**config.mk**
```make
export PLATFORM = sky130hd
export DESIGN_NAME = mul_sequencer_flat
export DESIGN_NICKNAME = d
export VERILOG_FILES = /design/src/rtl/mul_sequencer_if.sv /design/src/rtl/mul_sequencer.sv /design/src/flat_wrapper.sv
export SDC_FILE = /design/constraint.sdc
export NUM_CORES = 1
export LEC_CHECK = 0
export ABC_AREA = 1
export CAP_MARGIN = 20
export CORE_MARGIN = 2
export CORE_UTILIZATION = 40
export CTS_CLUSTER_DIAMETER = 120
export DETAILED_ROUTE_END_ITERATION = 10
export GPL_TIMING_DRIVEN = 0
export PLACE_DENSITY = 0.7
export SETUP_SLACK_MARGIN = 0.02
export SYNTH_ARGS = -nofsm -noshare
export SYNTH_HDL_FRONTEND = slang
export SYNTH_SLANG_ARGS = --single-unit
```
**constraint.sdc**
```tcl
create_clock -name clk -period 1.9 [get_ports clk]
set_clock_uncertainty 0.15 [all_clocks]
set_input_delay 0.38 -clock clk [delete_from_list [all_inputs] [get_ports clk]]
set_output_delay 0.38 -clock clk [all_outputs]
set_load 0.1 [all_outputs]
```
**src/rtl/mul_sequencer_if.sv**
```systemverilog
// Request/command bundle between decode/ALU-control, the multiply sequencer and the
// shift-add multiplier datapath.
interface mul_sequencer_if #(
  parameter int unsigned CNT_W = 6
) ();

  logic             start;
  logic [5:0]       op;
  logic             flush;
  logic             rd_hilo;
  logic [5:0]       mul_signal;
  logic [CNT_W-1:0] mul_counter;
  logic             mul_clear;
  logic             busy;
  logic             done;
  logic             hilo_we;
  logic             stall;

  // Requester side: decode stage issuing MULTU / MFHI / MFLO
  modport master (
    output start, op, flush, rd_hilo,
    input  mul_signal, mul_counter, mul_clear, busy, done, hilo_we, stall
  );

  // Sequencer side
  modport slave (
    input  start, op, flush, rd_hilo,
    output mul_signal, mul_counter, mul_clear, busy, done, hilo_we, stall
  );

endinterface

```
**src/rtl/mul_sequencer.sv**
```systemverilog
// Control sequencer for the shift-add unsigned multiplier: clear, WIDTH accumulate
// iterations, product latch, then a one-cycle HI/LO commit.
module mul_sequencer #(
  parameter int unsigned WIDTH      = 32,
  parameter int unsigned CNT_W      = 6,
  parameter logic [5:0]  MULTU_CODE = 6'b011001,
  parameter logic [5:0]  OUT_CODE   = 6'b111111,
  parameter logic [5:0]  IDLE_CODE  = 6'b000000
) (
  input  logic           clk,
  input  logic           reset,
  mul_sequencer_if.slave bus
);

  localparam int unsigned      OP_W     = 6;
  localparam logic [CNT_W-1:0] LAST_CNT = CNT_W'(WIDTH - 1);

  typedef enum logic [2:0] {
    S_IDLE  = 3'd0,
    S_CLEAR = 3'd1,
    S_RUN   = 3'd2,
    S_OUT   = 3'd3,
    S_DONE  = 3'd4
  } state_t;

  state_t           r_state;
  state_t           w_next;
  logic [OP_W-1:0]  r_sig;
  logic [OP_W-1:0]  w_sig;
  logic [CNT_W-1:0] r_cnt;
  logic [CNT_W-1:0] w_cnt;
  logic             r_clear;
  logic             w_clear;
  logic             r_busy;
  logic             w_busy;
  logic             r_done;
  logic             w_done;
  logic             w_accept;

  assign w_accept = bus.start && (bus.op == MULTU_CODE);

  // Next state and the output values that go with it, so every output is a flop
  always_comb begin
    w_next  = r_state;
    w_sig   = IDLE_CODE;
    w_cnt   = '0;
    w_clear = 1'b0;
    w_busy  = 1'b1;
    w_done  = 1'b0;

    case (r_state)
      S_IDLE:  if (w_accept) w_next = S_CLEAR;
      S_CLEAR: w_next = bus.flush ? S_IDLE : S_RUN;
      S_RUN: begin
        if (bus.flush)               w_next = S_IDLE;
        else if (r_cnt == LAST_CNT)  w_next = S_OUT;
      end
      S_OUT:   w_next = bus.flush ? S_IDLE : S_DONE;
      S_DONE:  w_next = S_IDLE;
      default: w_next = S_IDLE;
    endcase

    case (w_next)
      S_IDLE:  w_busy = 1'b0;
      S_CLEAR: w_clear = 1'b1;
      S_RUN: begin
        w_sig = MULTU_CODE;
        w_cnt = (r_state == S_RUN) ? r_cnt + CNT_W'(1) : '0;
      end
      S_OUT: begin
        w_sig = OUT_CODE;
        w_cnt = r_cnt;
      end
      S_DONE: begin
        w_done = 1'b1;
        w_cnt  = r_cnt;
      end
      default: w_busy = 1'b0;
    endcase
  end

  // State and registered outputs
  always_ff @(posedge clk or negedge reset) begin
    if (!reset) begin
      r_state <= S_IDLE;
      r_sig   <= IDLE_CODE;
      r_cnt   <= '0;
      r_clear <= 1'b0;
      r_busy  <= 1'b0;
      r_done  <= 1'b0;
    end else begin
      r_state <= w_next;
      r_sig   <= w_sig;
      r_cnt   <= w_cnt;
      r_clear <= w_clear;
      r_busy  <= w_busy;
      r_done  <= w_done;
    end
  end

  assign bus.mul_signal  = r_sig;
  assign bus.mul_counter = r_cnt;
  assign bus.mul_clear   = r_clear;
  assign bus.busy        = r_busy;
  assign bus.done        = r_done;
  assign bus.hilo_we     = r_done;
  // MFHI/MFLO must wait for the in-flight product, including the commit cycle
  assign bus.stall       = bus.rd_hilo & r_busy;

endmodule

```
**src/flat_wrapper.sv**
```systemverilog
// flat-port wrapper written by rule: the top's interface ports become plain ports
module mul_sequencer_flat 
#(
  parameter int unsigned WIDTH      = 32,
  parameter int unsigned CNT_W      = 6,
  parameter logic [5:0]  MULTU_CODE = 6'b011001,
  parameter logic [5:0]  OUT_CODE   = 6'b111111,
  parameter logic [5:0]  IDLE_CODE  = 6'b000000
)
  (clk, reset, bus_start, bus_op, bus_flush, bus_rd_hilo, bus_mul_signal, bus_mul_counter, bus_mul_clear, bus_busy, bus_done, bus_hilo_we, bus_stall);
  mul_sequencer_if #(.CNT_W(CNT_W)) bus_i ();
  input  logic clk;
  input  logic reset;
  input wire logic [$bits(bus_i.start)-1:0] bus_start;
  input wire logic [$bits(bus_i.op)-1:0] bus_op;
  input wire logic [$bits(bus_i.flush)-1:0] bus_flush;
  input wire logic [$bits(bus_i.rd_hilo)-1:0] bus_rd_hilo;
  output wire logic [$bits(bus_i.mul_signal)-1:0] bus_mul_signal;
  output wire logic [$bits(bus_i.mul_counter)-1:0] bus_mul_counter;
  output wire logic [$bits(bus_i.mul_clear)-1:0] bus_mul_clear;
  output wire logic [$bits(bus_i.busy)-1:0] bus_busy;
  output wire logic [$bits(bus_i.done)-1:0] bus_done;
  output wire logic [$bits(bus_i.hilo_we)-1:0] bus_hilo_we;
  output wire logic [$bits(bus_i.stall)-1:0] bus_stall;
  assign bus_i.start = bus_start;
  assign bus_i.op = bus_op;
  assign bus_i.flush = bus_flush;
  assign bus_i.rd_hilo = bus_rd_hilo;
  assign bus_mul_signal = bus_i.mul_signal;
  assign bus_mul_counter = bus_i.mul_counter;
  assign bus_mul_clear = bus_i.mul_clear;
  assign bus_busy = bus_i.busy;
  assign bus_done = bus_i.done;
  assign bus_hilo_we = bus_i.hilo_we;
  assign bus_stall = bus_i.stall;
  mul_sequencer #(.WIDTH(WIDTH), .CNT_W(CNT_W), .MULTU_CODE(MULTU_CODE), .OUT_CODE(OUT_CODE), .IDLE_CODE(IDLE_CODE)) u_core (.clk(clk), .reset(reset), .bus(bus_i));
endmodule
```
# Word level (Yosys, flattened, before mapping)
# Index checks and enable logic that the tools add are counted.
[totals]
register_bits = 18
out_inout_bits = 17
wordCells = 33
[classes]
addsub = 1
n_eq_ne = 9
mux = 12
bitwise_logic = 1
n_reduce_logical = 4
[op_table]
columns = ["op", "count"]
rows = [
  ["6-bit case mux with 2 select lines", 2],
  ["3-bit by 2-bit equality test with 1-bit output (second input constant)", 4],
  ["6-bit by 5-bit equality test with 1-bit output (second input constant)", 2],
  ["3-bit 2-to-1 mux", 4],
  ["3-bit case mux with 4 select lines", 1],
  ["6-bit by 1-bit adder with 6-bit output (second input constant)", 1],
  ["3-bit by 1-bit equality test with 1-bit output (second input constant)", 2],
  ["6-bit 2-to-1 mux", 1],
  ["4-bit OR reduction", 1],
  ["3-bit equality test (second input constant)", 1],
  ["3-bit zero test", 1],
  ["1-bit 2-to-1 mux", 3],
  ["2-bit 2-to-1 mux", 1],
  ["2-bit OR reduction", 1],
  ["1-bit bitwise AND", 1],
  ["1-bit logical AND", 1],
]

# Logic depth before layout (Yosys ltp)
[logic_depth]
depth_word = 7
ltp_mapped = 8

# Least setup slack after synthesis
# No wires, ideal clock.
[synth_path]
kind = "reg2out"
start = "reg u_core.r_busy (netlist: u_core.bus.busy)"
end = "out bus_stall"
arrival_time_ns = 1.625
required_ns = 1.370
setup_slack_ns = -0.255
stages_incl_launch_ff = 3
path_buffers = 0
cell_sequence = "dfrtp_1 > nand2_1 > inv_1"
[synth_between]
elab_chain_len = 1
[synth_rtl]
columns = ["item", "line_no", "text"]
rows = [
  ["start: declaration", "mul_sequencer.sv:34", "logic r_busy;"],
  ["start signal: assignment", "mul_sequencer.sv:96", "r_busy <= w_busy;"],
  ["1-bit bitwise AND", "mul_sequencer.sv:108", "assign bus.stall = bus.rd_hilo & r_busy;"],
  ["end: declaration", "flat_wrapper.sv:24", "output wire logic [$bits(bus_i.stall)-1:0] bus_stall;"],
]
# Every way passes these cells.

# Worst setup path after layout
[layout_path]
start = "reg u_core.r_cnt[4] (netlist: u_core.bus.mul_counter[4])"
end = "out bus_mul_counter[4]"
[layout_rtl]
columns = ["item", "line_no", "text"]
rows = [
  ["start: declaration", "mul_sequencer.sv:30", "logic [CNT_W-1:0] r_cnt;"],
  ["start signal: assignment", "mul_sequencer.sv:94", "r_cnt <= w_cnt;"],
  ["end: declaration", "flat_wrapper.sv:19", "output wire logic [$bits(bus_i.mul_counter)-1:0] bus_mul_counter;"],
]
# No word-level cell between the ends.

==> metrics.log <==
INFO  metric clkLatencyLatePin = between 0.2 and 0.3 ns
INFO  metric number_of_antenna_violations_at_the_first_check_in_global_routing = 0
INFO  metric synth_seq_cells = 14
INFO  metric die_y = between 40 and 50 um
INFO  metric final_period_minus_worst_setup_slack = 1.83 ns
INFO  metric pwr-share-seq = 0.531
INFO  metric synth_top_area_share = 0.431
INFO  metric final.fill_count = 184
INFO  metric crit_path_max_delay_cell_type = sky130_fd_sc_hd__clkdlybuf4s15_2
INFO  metric drcViolationCount = 0
INFO  metric worst-setup-path-type = flop to output port
INFO  metric p_sw_frac = 0.221
INFO  metric cp_data_arrival_time = 1.30 ns
INFO  metric post_route_cells_drive_above_1_share = 0.321
INFO  metric antenna_violating_nets_post_route = 0
INFO  metric grt_first_pass_wirelength = 2700 um
INFO  metric start_util = 0.418
INFO  metric detailroute.wirelength.met2 = 794 um
INFO  metric topRoutingLayerUsed = met4
INFO  metric design.final.nets = 153
INFO  metric synthCells = 109
INFO  metric cts-htree-levels = 1
INFO  metric clock_transition_at_the_registers_of_the_reported_paths = 0.08 ns
INFO  metric drt-initial-drc-count = 10
INFO  metric register_area = 355 sq um
INFO  metric cts.repair_timing.setup_buffer_count = 0
INFO  metric p_leak = 0.609 nW
INFO  metric worstPathCellList = clkdlybuf4s15_2
INFO  metric final_max_slew_viol_count = 0
INFO  metric via_per_inst = 4.47
INFO  metric syn2layout_area_growth = 44.1%
INFO  metric timing.critical_path.from_type = flop
INFO  metric syn_area_per_cell = between 7 and 8 sq um
INFO  metric maxCapViolCount = 0
INFO  metric cts-root-to-sink-buffers = 2
INFO  metric die_w = roughly 49 um
INFO  metric met3RoutedLength = 109 um
INFO  metric setup_tns_after_final_layout = 0 ns
INFO  metric cp_max_fo = 6
INFO  metric row_count = 16
INFO  metric final-setup-viol-count = 0
INFO  metric cellInternalPower = 0.439 mW
INFO  metric critical-path-top-delay-family = buffers and inverters
INFO  metric overall_fraction_of_global_route_tracks_in_use = 0.147
INFO  metric clock.fmax = 546 MHz
INFO  metric synth-seq-area-share = 0.431
INFO  metric post_synth_num_cell_types = 20
INFO  metric type_of_the_most_critical_hold_path = primary input to async pin
INFO  metric cts_inserted_buffers = 3
INFO  metric clock_sink_count = 14
INFO  metric synth_top_cell_by_area = sky130_fd_sc_hd__dfrtp_1
INFO  metric cts_tree = yes
INFO  metric detailed_place_hpwl = 1260 um
INFO  metric finalCritPeriodShare = 0.964
INFO  metric dieArea = 0.00241 sq mm
INFO  metric synth_nets = between 100 and 150
INFO  metric maxSlewHeadroom = 0.588
INFO  metric io_pins = 28
INFO  metric insertedDiodeCount = 0
INFO  metric route.layer.met1.wl = 676 um
INFO  metric rsz0062_at_grt = false
INFO  metric yosysWarningCount = 0
INFO  metric grt_pass1_vias = 651
INFO  metric multi_input_area = 349 sq um
INFO  metric crit_path_end_kind = output port
INFO  metric gp_congestion = 0.826
INFO  metric synth_area_leaders = sky130_fd_sc_hd__dfrtp_1, sky130_fd_sc_hd__nand2_1, sky130_fd_sc_hd__inv_1, sky130_fd_sc_hd__nor2_1, sky130_fd_sc_hd__nand3_1
INFO  metric number_of_optimization_iterations_in_the_first_detailed_route_pass = 4
INFO  metric port_buffers = 27
INFO  metric netSwitchingPower = 0.125 mW
INFO  metric cts.root.buffer_cell = sky130_fd_sc_hd__clkbuf_4
INFO  metric hold_violations = 0
INFO  metric share_comb_of_total_power = 0.089
INFO  metric layout.core_utilization = 0.602
INFO  metric placed_cells_incl_taps = roughly 160
INFO  metric required = 1.37 ns
INFO  metric route.final.wire_length = around 1600 um
INFO  metric finalNonFillerCells = 167
INFO  metric vias = 747
INFO  metric clkPwrFrac = 0.380
INFO  metric cp_num_buf_inv = 1
INFO  metric synthesis.area = ~810 sq um
INFO  metric drt-wirelength-per-cell = 9.63 um
INFO  metric power.total = 0.564 mW
INFO  metric outcome = finished clean
INFO  metric core-area = slightly below 0.002 sq mm
INFO  metric grt_max_degree = 15
INFO  metric powerDensity = ~480 mW/mm^2
INFO  metric largest_voltage_drop_on_the_vdd_net = 305 uV
INFO  metric worst_tran_pin_value = 0.616 ns
INFO  metric max_stage_delay = 0.58 ns
INFO  metric globalRouteOverflowTotal = 0
[final timing paths]
path	start	slack, ns	cells after the start	endpoint
setup / recovery	u_core.bus.mul_counter[4]$_DFFE_PN0N_	0.07	1	bus_mul_counter[4]
setup reg to reg	u_core.bus.mul_counter[0]$_DFFE_PN0N_	0.38	8	u_core.bus.mul_counter[4]$_DFFE_PN0N_
hold reg to reg	u_core.bus.mul_counter[1]$_DFFE_PN0N_	0.37	2	u_core.bus.mul_counter[1]$_DFFE_PN0N_
max in group asynchronous	reset	0.84	1	u_core.bus.mul_counter[0]$_DFFE_PN0N_
min in group clk	u_core.bus.mul_counter[1]$_DFFE_PN0N_	0.37	2	u_core.bus.mul_counter[1]$_DFFE_PN0N_
hold / removal	reset	0.33	1	u_core.r_state[2]$_DFF_PN0_
[metal layers]
layer | vias up | global-route usage
met5 | - | 0
met4 | 0 | 0.0857
met3 | 4 | 0.0307
met2 | 26 | 0.253
met1 | 326 | 0.169
li1 | 391 | -
[registers in the layout (all words and copies together), names as in the netlist]
name                    cells
u_core.bus.mul_signal       2
u_core.bus.mul_clear        1
u_core.bus.done             1
u_core.bus.busy             1
u_core.r_state              3
u_core.bus.mul_counter      6
[logic make-up (layout without fill, tap and decap cells)]
family                     Yosys count  count (layout)  share of synthesized area
and+or+nand+nor                     65              65                      0.371
DFF                                 14              14                      0.431
buffers and inverters               25              56                      0.139
xor gates and xnor gates             1               1                     0.0108
AOI/OAI and AO/OA                    3               3                     0.0324
adders and majority gates            1               1                     0.0154
[power by group through the flow]
stage | clock network [mW] | logic (mW) | registers (mW)
floorplan | 0 | 0.0135 | 0.311
global placement | 0 | 0.0503 | 0.305
detailed placement | 0 | 0.0515 | 0.305
CTS | 0.224 | 0.0512 | 0.299
global route | 0.233 | 0.0547 | 0.300
finish | 0.214 | 0.0502 | 0.299
[area by class of cell]
type,count,area share
clock buffers,4,0.0310
inverters,20,0.0674
multi-input cells,70,0.298
well taps,27,0.0289
plain buffers,5,0.0321
repair buffers,27,0.239
flip-flops and latches,14,0.304
[layout by cell type (no fill, tap or decap), drive strengths merged]
| cell type | Yosys | layout |
|---|---|---|
| nand4 | 3 | 3 |
| a21boi | 1 | 1 |
| inv | 19 | 18 |
| nand2 | 37 | 37 |
| nor2 | 13 | 13 |
| nor3 | 1 | 1 |
| clkdlybuf4s18 | 0 | 2 |
| nand3 | 10 | 10 |
| dfrtp | 14 | 14 |
| clkdlybuf4s15 | 0 | 13 |
| xor2 | 1 | 1 |
| clkinvlp | 0 | 1 |
| buf | 5 | 7 |
| clkinv | 1 | 1 |
| clkdlybuf4s50 | 0 | 10 |
| o21bai | 2 | 2 |
| ha | 1 | 1 |
| nand3b | 1 | 1 |
| clkbuf | 0 | 4 |
[what timing repair did]
item | in CTS | in global routing
resized for setup | 55 | 3
hold buffers | 0 | 0
endpoints found under the setup margin | 17 | 3
[metrics by stage]
| step | area (sq um) | hold slack (ns) | worst slack (ns) |
|---|---|---|---|
| after floorplan | 821 | -0.0656 | 0.0294 |
| after global placement | 1120 | 0.348 | -0.715 |
| after detailed placement | 1120 | 0.356 | -0.728 |
| after CTS | 1180 | 0.350 | 0.0340 |
| after global routing | 1170 | 0.379 | 0.0221 |
| final | 1170 | 0.331 | 0.0687 |
[cells in the mapped netlist]
cell and instances:
sky130_fd_sc_hd__nand2_4 1, sky130_fd_sc_hd__nand3b_1 1, sky130_fd_sc_hd__inv_1 14, sky130_fd_sc_hd__xor2_1 1
sky130_fd_sc_hd__nand3_2 2, sky130_fd_sc_hd__nand2_2 2, sky130_fd_sc_hd__o21bai_2 1, sky130_fd_sc_hd__nand2_1 34
sky130_fd_sc_hd__clkinv_1 1, sky130_fd_sc_hd__nand3_1 8, sky130_fd_sc_hd__nor3_2 1, sky130_fd_sc_hd__inv_2 5
sky130_fd_sc_hd__a21boi_1 1, sky130_fd_sc_hd__nor2_2 2, sky130_fd_sc_hd__buf_4 5, sky130_fd_sc_hd__o21bai_1 1
sky130_fd_sc_hd__dfrtp_1 14, sky130_fd_sc_hd__nand4_1 3, sky130_fd_sc_hd__nor2_1 11, sky130_fd_sc_hd__ha_1 1
No activity file was read; power rests on OpenSTA's default activity.
